--- src/rtl/burst_gen_pkg.sv ---
// Shared definitions for the burst generator: FSM encodings and default widths.
// Imported by the RTL and by the bench so both agree on state values.
package burst_gen_pkg;

    typedef enum logic [1:0] {
        ST_IDLE = 2'd0,
        ST_HIGH = 2'd1,
        ST_LOW  = 2'd2
    } state_t;

    localparam int DEF_CW = 16;
    localparam int DEF_NW = 8;

endpackage

--- src/rtl/burst_gen_if.sv ---
// Bundle of the burst generator's control inputs, status outputs and debug view.
// tick is a one-cycle strobe with no back-pressure; ticks that land while busy are dropped and reported on overrun.
interface burst_gen_if
    import burst_gen_pkg::*;
#(
    parameter int CW = DEF_CW,
    parameter int NW = DEF_NW
);
    logic          en;
    logic          tick;
    logic [CW-1:0] hi_len;
    logic [CW-1:0] lo_len;
    logic [NW-1:0] num;
    logic          pulse_out;
    logic          busy;
    logic          done;
    logic          overrun;
    state_t        state;
    logic [CW-1:0] phase;

    modport master (
        output en, tick, hi_len, lo_len, num,
        input  pulse_out, busy, done, overrun, state, phase
    );

    modport slave (
        input  en, tick, hi_len, lo_len, num,
        output pulse_out, busy, done, overrun, state, phase
    );

endinterface

--- src/rtl/phase_cnt.sv ---
// Loadable down-counter timing one HIGH or LOW phase; it holds at zero until reloaded.
module phase_cnt #(
    parameter int CW = 16
) (
    input  logic          clk,
    input  logic          rst,
    input  logic          load,
    input  logic          dec,
    input  logic [CW-1:0] load_val,
    output logic [CW-1:0] value,
    output logic          zero
);

    logic [CW-1:0] cnt_q, cnt_d;

    always_comb begin
        cnt_d = cnt_q;
        if (load) begin
            cnt_d = load_val;
        end else if (dec && (cnt_q != '0)) begin
            cnt_d = cnt_q - CW'(1);
        end
    end

    always_ff @(posedge clk or posedge rst) begin
        if (rst) begin
            cnt_q <= '0;
        end else begin
            cnt_q <= cnt_d;
        end
    end

    assign value = cnt_q;
    assign zero  = (cnt_q == '0);

endmodule

--- src/rtl/burst_gen.sv ---
// Burst generator: on an accepted tick emits num pulses of hi_len cycles separated by lo_len-cycle gaps.
// Lengths of zero behave as one; all outputs come straight from flops.
module burst_gen
    import burst_gen_pkg::*;
#(
    parameter int CW = DEF_CW,
    parameter int NW = DEF_NW
) (
    input  logic       clk,
    input  logic       rst,
    burst_gen_if.slave bus
);

    state_t        state_q, state_d;
    logic [CW-1:0] hi_q, hi_d;
    logic [CW-1:0] lo_q, lo_d;
    logic [NW-1:0] rem_q, rem_d;
    logic          pulse_q, pulse_d;
    logic          busy_q, busy_d;
    logic          done_q, done_d;
    logic          ovr_q, ovr_d;

    logic          cnt_load;
    logic          cnt_dec;
    logic [CW-1:0] cnt_val;
    logic [CW-1:0] cnt_value;
    logic          cnt_zero;

    // The counter runs down to zero inclusive, so a phase of N cycles loads N-1.
    function automatic logic [CW-1:0] len_m1(input logic [CW-1:0] len);
        return (len == '0) ? '0 : len - CW'(1);
    endfunction

    phase_cnt #(.CW(CW)) u_phase_cnt (
        .clk      (clk),
        .rst      (rst),
        .load     (cnt_load),
        .dec      (cnt_dec),
        .load_val (cnt_val),
        .value    (cnt_value),
        .zero     (cnt_zero)
    );

    always_comb begin
        state_d  = state_q;
        hi_d     = hi_q;
        lo_d     = lo_q;
        rem_d    = rem_q;
        cnt_load = 1'b0;
        cnt_dec  = 1'b0;
        cnt_val  = '0;
        done_d   = 1'b0;
        ovr_d    = 1'b0;

        unique case (state_q)
            ST_IDLE: begin
                if (bus.tick && bus.en && (bus.num != '0)) begin
                    hi_d     = bus.hi_len;
                    lo_d     = bus.lo_len;
                    rem_d    = bus.num;
                    cnt_load = 1'b1;
                    cnt_val  = len_m1(bus.hi_len);
                    state_d  = ST_HIGH;
                end
            end
            ST_HIGH: begin
                cnt_dec = 1'b1;
                if (cnt_zero) begin
                    rem_d = rem_q - NW'(1);
                    if (rem_q == NW'(1)) begin
                        state_d = ST_IDLE;
                        done_d  = 1'b1;
                    end else begin
                        cnt_load = 1'b1;
                        cnt_val  = len_m1(lo_q);
                        state_d  = ST_LOW;
                    end
                end
            end
            ST_LOW: begin
                cnt_dec = 1'b1;
                if (cnt_zero) begin
                    cnt_load = 1'b1;
                    cnt_val  = len_m1(hi_q);
                    state_d  = ST_HIGH;
                end
            end
            default: state_d = ST_IDLE;
        endcase

        if (bus.tick && bus.en && (state_q != ST_IDLE)) begin
            ovr_d = 1'b1;
        end

        // Disable wins over everything: abort silently, no done for a partial burst.
        if (!bus.en) begin
            state_d = ST_IDLE;
            done_d  = 1'b0;
        end

        pulse_d = (state_d == ST_HIGH);
        busy_d  = (state_d != ST_IDLE);
    end

    always_ff @(posedge clk or posedge rst) begin
        if (rst) begin
            state_q <= ST_IDLE;
            hi_q    <= '0;
            lo_q    <= '0;
            rem_q   <= '0;
            pulse_q <= 1'b0;
            busy_q  <= 1'b0;
            done_q  <= 1'b0;
            ovr_q   <= 1'b0;
        end else begin
            state_q <= state_d;
            hi_q    <= hi_d;
            lo_q    <= lo_d;
            rem_q   <= rem_d;
            pulse_q <= pulse_d;
            busy_q  <= busy_d;
            done_q  <= done_d;
            ovr_q   <= ovr_d;
        end
    end

    assign bus.pulse_out = pulse_q;
    assign bus.busy      = busy_q;
    assign bus.done      = done_q;
    assign bus.overrun   = ovr_q;
    assign bus.state     = state_q;
    assign bus.phase     = cnt_value;

endmodule

--- src/flat_wrapper.sv ---
// flat-port wrapper written by rule: the top's interface ports become plain ports
module burst_gen_flat import burst_gen_pkg::*;
#(
    parameter int CW = DEF_CW,
    parameter int NW = DEF_NW
)
  (clk, rst, bus_en, bus_tick, bus_hi_len, bus_lo_len, bus_num, bus_pulse_out, bus_busy, bus_done, bus_overrun, bus_state, bus_phase);
  burst_gen_if #(.CW(CW), .NW(NW)) bus_i ();
  input  logic clk;
  input  logic rst;
  input wire logic [$bits(bus_i.en)-1:0] bus_en;
  input wire logic [$bits(bus_i.tick)-1:0] bus_tick;
  input wire logic [$bits(bus_i.hi_len)-1:0] bus_hi_len;
  input wire logic [$bits(bus_i.lo_len)-1:0] bus_lo_len;
  input wire logic [$bits(bus_i.num)-1:0] bus_num;
  output wire logic [$bits(bus_i.pulse_out)-1:0] bus_pulse_out;
  output wire logic [$bits(bus_i.busy)-1:0] bus_busy;
  output wire logic [$bits(bus_i.done)-1:0] bus_done;
  output wire logic [$bits(bus_i.overrun)-1:0] bus_overrun;
  output wire logic [$bits(bus_i.state)-1:0] bus_state;
  output wire logic [$bits(bus_i.phase)-1:0] bus_phase;
  assign bus_i.en = bus_en;
  assign bus_i.tick = bus_tick;
  assign bus_i.hi_len = bus_hi_len;
  assign bus_i.lo_len = bus_lo_len;
  assign bus_i.num = bus_num;
  assign bus_pulse_out = bus_i.pulse_out;
  assign bus_busy = bus_i.busy;
  assign bus_done = bus_i.done;
  assign bus_overrun = bus_i.overrun;
  assign bus_state = bus_i.state;
  assign bus_phase = bus_i.phase;
  burst_gen #(.CW(CW), .NW(NW)) u_core (.clk(clk), .rst(rst), .bus(bus_i));
endmodule
--- config.mk ---
export PLATFORM = sky130hd
export DESIGN_NAME = burst_gen_flat
export DESIGN_NICKNAME = d
export VERILOG_FILES = /design/src/rtl/burst_gen_pkg.sv /design/src/rtl/burst_gen_if.sv /design/src/rtl/phase_cnt.sv /design/src/rtl/burst_gen.sv /design/src/flat_wrapper.sv
export SDC_FILE = /design/constraint.sdc
export NUM_CORES = 1
export LEC_CHECK = 0
export ABC_CLOCK_PERIOD_IN_PS = 3200
export CORE_ASPECT_RATIO = 1.25
export CORE_MARGIN = 2
export CORE_UTILIZATION = 45
export DETAILED_ROUTE_END_ITERATION = 7
export PLACE_DENSITY = 0.69
export SYNTH_ARGS = -nofsm -noshare
export SYNTH_HDL_FRONTEND = slang
export SYNTH_HIERARCHICAL = 1
export SYNTH_SLANG_ARGS = --single-unit
--- constraint.sdc ---
create_clock -name clk -period 3.2 [get_ports clk]
set_input_delay 0.64 -clock clk [delete_from_list [all_inputs] [get_ports clk]]
set_output_delay 0.64 -clock clk [all_outputs]
set_load 0.01 [all_outputs]
### Word level (Yosys, flattened, before mapping)

Index checks and enable logic that the tools add are counted.

| cells by class | value |
|---|---|
| equal/unequal tests | 6 |
| add/subtract/negate cells | 5 |
| reductions and logical operators | 18 |
| mux-type cells | 30 |

Operators by type and width:

| kind | count |
|---|---|
| $mux W16 | 9 |
| $logic_not A16 Y1 | 4 |
| $sub A16 B1 Y16 const B | 4 |
| $pmux W16 S3 | 1 |
| $mux W8 | 2 |
| $pmux W8 S2 | 1 |
| $reduce_bool A16 Y1 | 1 |
| $mux W1 | 10 |
| $mux W2 | 5 |
| $eq A8 B1 Y1 const B | 1 |
| $reduce_bool A2 Y1 | 4 |
| $reduce_bool A8 Y1 | 1 |
| $sub A8 B1 Y8 const B | 1 |
| $pmux W2 S3 | 1 |
| $eq A2 B1 Y1 const B | 2 |
| $logic_and A1 B1 Y1 | 4 |
| $ne A2 B1 Y1 const B | 2 |
| $pmux W1 S3 | 1 |
| $reduce_and A3 Y1 | 1 |
| $eq A2 B2 Y1 const B | 1 |
| $logic_not A2 Y1 | 1 |
| $reduce_and A2 Y1 | 1 |
| $reduce_or A2 Y1 | 1 |

| word-level totals | value |
|---|---|
| word-level logic and storage cells | 68 |
| input port bits | 44 |
| bits in registers | 62 |
| output and inout port bits | 22 |

### Longest topological paths before layout

| logic depth | value |
|---|---|
| depth after elaboration | 6 |
| depth in mapped cells | 13 |
| depth with buffers taken out | 12 |

### Hierarchy

Netlist, hierarchy kept.

Modules (own cells, without submodules):

| module | sequential area each (µm²) | cells an instance | area each (µm²) | instances |
|---|---|---|---|---|
| burst_gen | 1151.1 | 351 | 3291.9 | 1 |
| phase_cnt | 400.4 | 123 | 1057.3 | 1 |

### Worst setup path after synthesis

No wires, ideal clock.

| timing | value |
|---|---|
| kind | reg-to-reg |
| start point | reg u_core.u_phase_cnt.cnt_q[0], in the netlist u_core/u_phase_cnt/value[0] |
| end point | reg u_core.u_phase_cnt.cnt_q[3], in the netlist u_core/u_phase_cnt/value[3] |
| path slack | 609 ps |
| clock period less this slack | 2591 ps |
| buffers on the path | 1 |
| setup time | 80 ps |
| arrival time | 2511 ps |
| stages on the path, launching flop included | 13 |
| data required time | 3120 ps |
| cells stage by stage | dfrtp_1 -> inv_1 -> ha_1 -> nor4b_1 -> nand4_1 -> inv_1 -> nand2_1 -> a21oi_1 -> o31a_1 -> buf_2 -> o21ai_0 -> a31oi_1 -> a2bb2oi_1 |

| between the ends | value |
|---|---|
| word-level cells in the longest chain between the ends | 4 |
| elaborated cells between the ends (all ways) | 13 |
| classes of those cells | 1 x add/sub; 8 x mux; 4 x reduce/logical |

Ends and longest elaborated chain:

| item | RTL line | text |
|---|---|---|
| from (decl) | phase_cnt.sv:14 | `logic [CW-1:0] cnt_q, cnt_d;` |
| from (signal assigned) | phase_cnt.sv:29 | `cnt_q <= cnt_d;` |
| $logic_not A16 Y1 * | phase_cnt.sv:34 | `assign zero = (cnt_q == '0);` |
| net u_core.cnt_zero | burst_gen.sv:27 | `logic cnt_zero;` |
| $mux W16 (on tied branches) | burst_gen.sv:82, burst_gen.sv:68 |  |
| $pmux W16 S3 * | burst_gen.sv:55 | `unique case (state_q)` |
| net u_core.cnt_val[3] | burst_gen.sv:25 | `logic [CW-1:0] cnt_val;` |
| $mux W16 * | phase_cnt.sv:18 | `if (load) begin` |

The timed path passes the listed nets; every way through them passes the cells marked *. The select of a mux whose other input is x is not followed.
A chain may end at the register's enable or synchronous reset.

### Final worst setup path

| timing | value |
|---|---|
| start point | reg u_core.u_phase_cnt.cnt_q[1], in the netlist u_core/u_phase_cnt/value[1] |
| end point | reg u_core.u_phase_cnt.cnt_q[3], in the netlist u_core/u_phase_cnt/value[3] |

Same word-level chain as after synthesis.

==> flow_summary.ini <==
[hold_path]
hold_class = flip-flop to flip-flop
hold_path_depth = 1

[pwr]
vdd_ir_drop_max_mv = 0.473
p_per_area_mw_per_mm2 = 538
clkPwrFrac = 0.341
power_mw = 3.00
power.internal_mw = 2.07
seq_power_share = 0.389
p_sw_frac = 0.310
combPwrFrac = 0.270
p_sw_mw = 0.931
p_leak_nw = 2.16

[detailed_routing]
wl_mm = 11.2
drtIter0Drc = 250
wl_per_cell_um = 16.4
routed.top_layer = met4
first_pass_iters = 5
vias_per_cell = 5.74
met3WireLength_um = 429
wl_met2_mm = 5.71
vias = 3930
ant_nets = 0
drc = 0
wl_met1_mm = 4.93

[die]
dieArea_mm2 = 0.0105
fp.dieH_um = 114
coreArea_mm2 = 0.00951
start_util = 0.457
die_w_um = 91.9
ioPinCount = 66
core.rowCount = 40

[final_layout]
final_nets = 610
mostFrequentLayoutCell = clkdlybuf4s50_1
final_util = 0.586
multi_input_area_mm2 = 0.00264
num-fill-cells = 867
mostFrequentLayoutCells = clkdlybuf4s50_1, dfrtp_1, nand2_1
area_growth_pct = 28.2
drive_gt1_frac = 0.152
regArea_mm2 = 0.00155
diodes = 0

[sta]
timing.hold.ws_ns = 0.532
relSlewSlack = 0.240
rsz0062_at_grt = false
setup-violations-final = 0
hold_violations = 0
final.setup.tns_ns = 0
finalCriticalPeriod_ns = 2.84
final_max_slew_viol_count = 0
clock-skew-final_ns = 0.00634
min_period_over_period = 0.889
tightestPinTransition_ns = 1.13
max_freq_ghz = 0.352
finalWorstSetupSlack_ns = 0.357

[worst_setup_path]
worstPathMaxFanout = 13
r2r_start = u_core/u_phase_cnt/value[1]$_DFFE_PP0P_
critPathLaunchType = flip-flop
crit_arrival_ns = 3.09
worstSetupPathType = flip-flop to flip-flop
crit_required_ns = 3.44
reg2reg_depth = 11
rr_endpoint = u_core/u_phase_cnt/value[3]$_DFFE_PP0P_
critPathCapture = u_core/u_phase_cnt/value[3]$_DFFE_PP0P_
regToRegSetupSlack_ns = 0.36
endpoint_kind = flip-flop
crit_path_start = u_core/u_phase_cnt/value[1]$_DFFE_PP0P_

[grt]
grt_pass1_vias = 3917
antenna_found_initial = 0
gr-total-overflow = 0
grt_max_degree = 47
grt.total_usage = 0.227
grt_pass1_wl_mm = 19.0

[cts]
h-tree-depth = 3
cts_buffers = 9
clkSlewWorstSetupHoldPaths_ns = 0.05
clockBufferDepth = 2
cts_tree = yes
clock_latency_ns = 0.33
clk_root_buffer_cell = clkbuf_16
numClockSinks = 62

[logic_synthesis]
synth.avg_cell_area_um2 = 9.18
async_flop_share = 1.00
yosysWarningCount = 6
synth_ff_type = dfrtp_1
synth_seq_area_share = 0.357
synthCells = 474
synth_edf_count = 0
synth_seq_cells = 62
netlist_area_mm2 = 0.00435
syn_nets = 530
synth_cell_types = 61

[run_status]
outcome = finished, final reports clean

[flow_run]
cap_violations = 0

[place]
dp_slack_ns = 0.0887
dp_hpwl_mm = 8.59
gp_congestion = 0.924
portBuffers = 65
state kept, by name, summed over array words and instances, names as in the netlist:
register and count:
u_core/bus.pulse_out 1, u_core/rem_q 8, u_core/lo_q 16, u_core/u_phase_cnt/value 16, u_core/bus.state 2, u_core/bus.overrun 1
u_core/bus.busy 1, u_core/bus.done 1, u_core/hi_q 16
worst max-delay path, cell delays in order (launching register included):
cell	delay, ns
dfrtp_1	0.41
inv_1	0.09
ha_1	0.20
nor4b_2	0.25
nand4_1	0.30
inv_1	0.20
nand2_1	0.10
a21oi_1	0.21
o31a_2	0.37
o21ai_0	0.17
a31oi_1	0.28
a2bb2oi_1	0.19
how the worst min path moves through the flow:
stage                           startpoint                     endpoint
2_1_floorplan  u_core/rem_q[6]$_DFFE_PP0P_  u_core/rem_q[6]$_DFFE_PP0P_
3_3_place_gp   u_core/rem_q[7]$_DFFE_PP0P_  u_core/rem_q[7]$_DFFE_PP0P_
3_5_place_dp   u_core/rem_q[6]$_DFFE_PP0P_  u_core/rem_q[6]$_DFFE_PP0P_
4_1_cts        u_core/rem_q[6]$_DFFE_PP0P_  u_core/rem_q[6]$_DFFE_PP0P_
5_1_grt        u_core/rem_q[6]$_DFFE_PP0P_  u_core/rem_q[6]$_DFFE_PP0P_
6_report       u_core/rem_q[6]$_DFFE_PP0P_  u_core/rem_q[6]$_DFFE_PP0P_
layer usage:
metal / vias up / GRT usage
met5: - / 0
li1: 1907 / -
met4: 0 / 0.0716
met3: 15 / 0.0443
met2: 102 / 0.391
met1: 1906 / 0.287
cell type report:
cell class | instances | area share
Sequential cell | 62 | 0.278
Clock buffer | 12 | 0.0442
Inverter | 25 | 0.0168
Tap cell | 126 | 0.0283
Timing Repair Buffer | 87 | 0.146
Multi-Input combinational cell | 369 | 0.474
Clock inverter | 4 | 0.0126
through the flow:
stage	cells	area (um2)
global route	685	5580
finish	685	5580
floorplan	474	4350
global placement	669	5250
CTS	685	5570
detailed placement	669	5250
cell families (layout without fill, tap and decap cells):
family / after synthesis / count (layout) / synth area share
and+or+nand+nor: 183 / 183 / 0.243
adders and majority gates: 12 / 12 / 0.0345
xor gates and xnor gates: 37 / 37 / 0.0745
buffers and inverters: 43 / 128 / 0.0409
AOI/OAI and AO/OA: 104 / 104 / 0.165
DFF: 62 / 62 / 0.357
muxes: 33 / 33 / 0.0846
synthesized netlist by cell type (10+ instances only):
master,instances,share of area
a21oi_1,24,0.028
xor2_1,15,0.030
mux2_2,30,0.078
inv_1,25,0.022
dfrtp_1,62,0.36
nor2_1,42,0.036
clkbuf_1,10,0.0086
xnor2_1,22,0.044
o21ai_0,16,0.018
nand4_1,10,0.014
ha_1,12,0.035
nand2_1,47,0.041
repair_timing:
| action | CTS | global route |
|---|---|---|
| setup buffers | 0 | 0 |
| gates resized for setup | 0 | 2 |
| hold buffers | 0 | 0 |
| endpoints found under the setup margin | 0 | 15 |
power groups by stage:
stage	sequential [mW]	combinational, mW	clock, mW
floorplan	1.14	0.498	0
global placement	1.16	0.789	0
detailed placement	1.17	0.804	0
CTS	1.16	0.809	1.05
global route	1.20	0.897	1.10
finish	1.17	0.809	1.02
(Power assumes the default switching activity.)
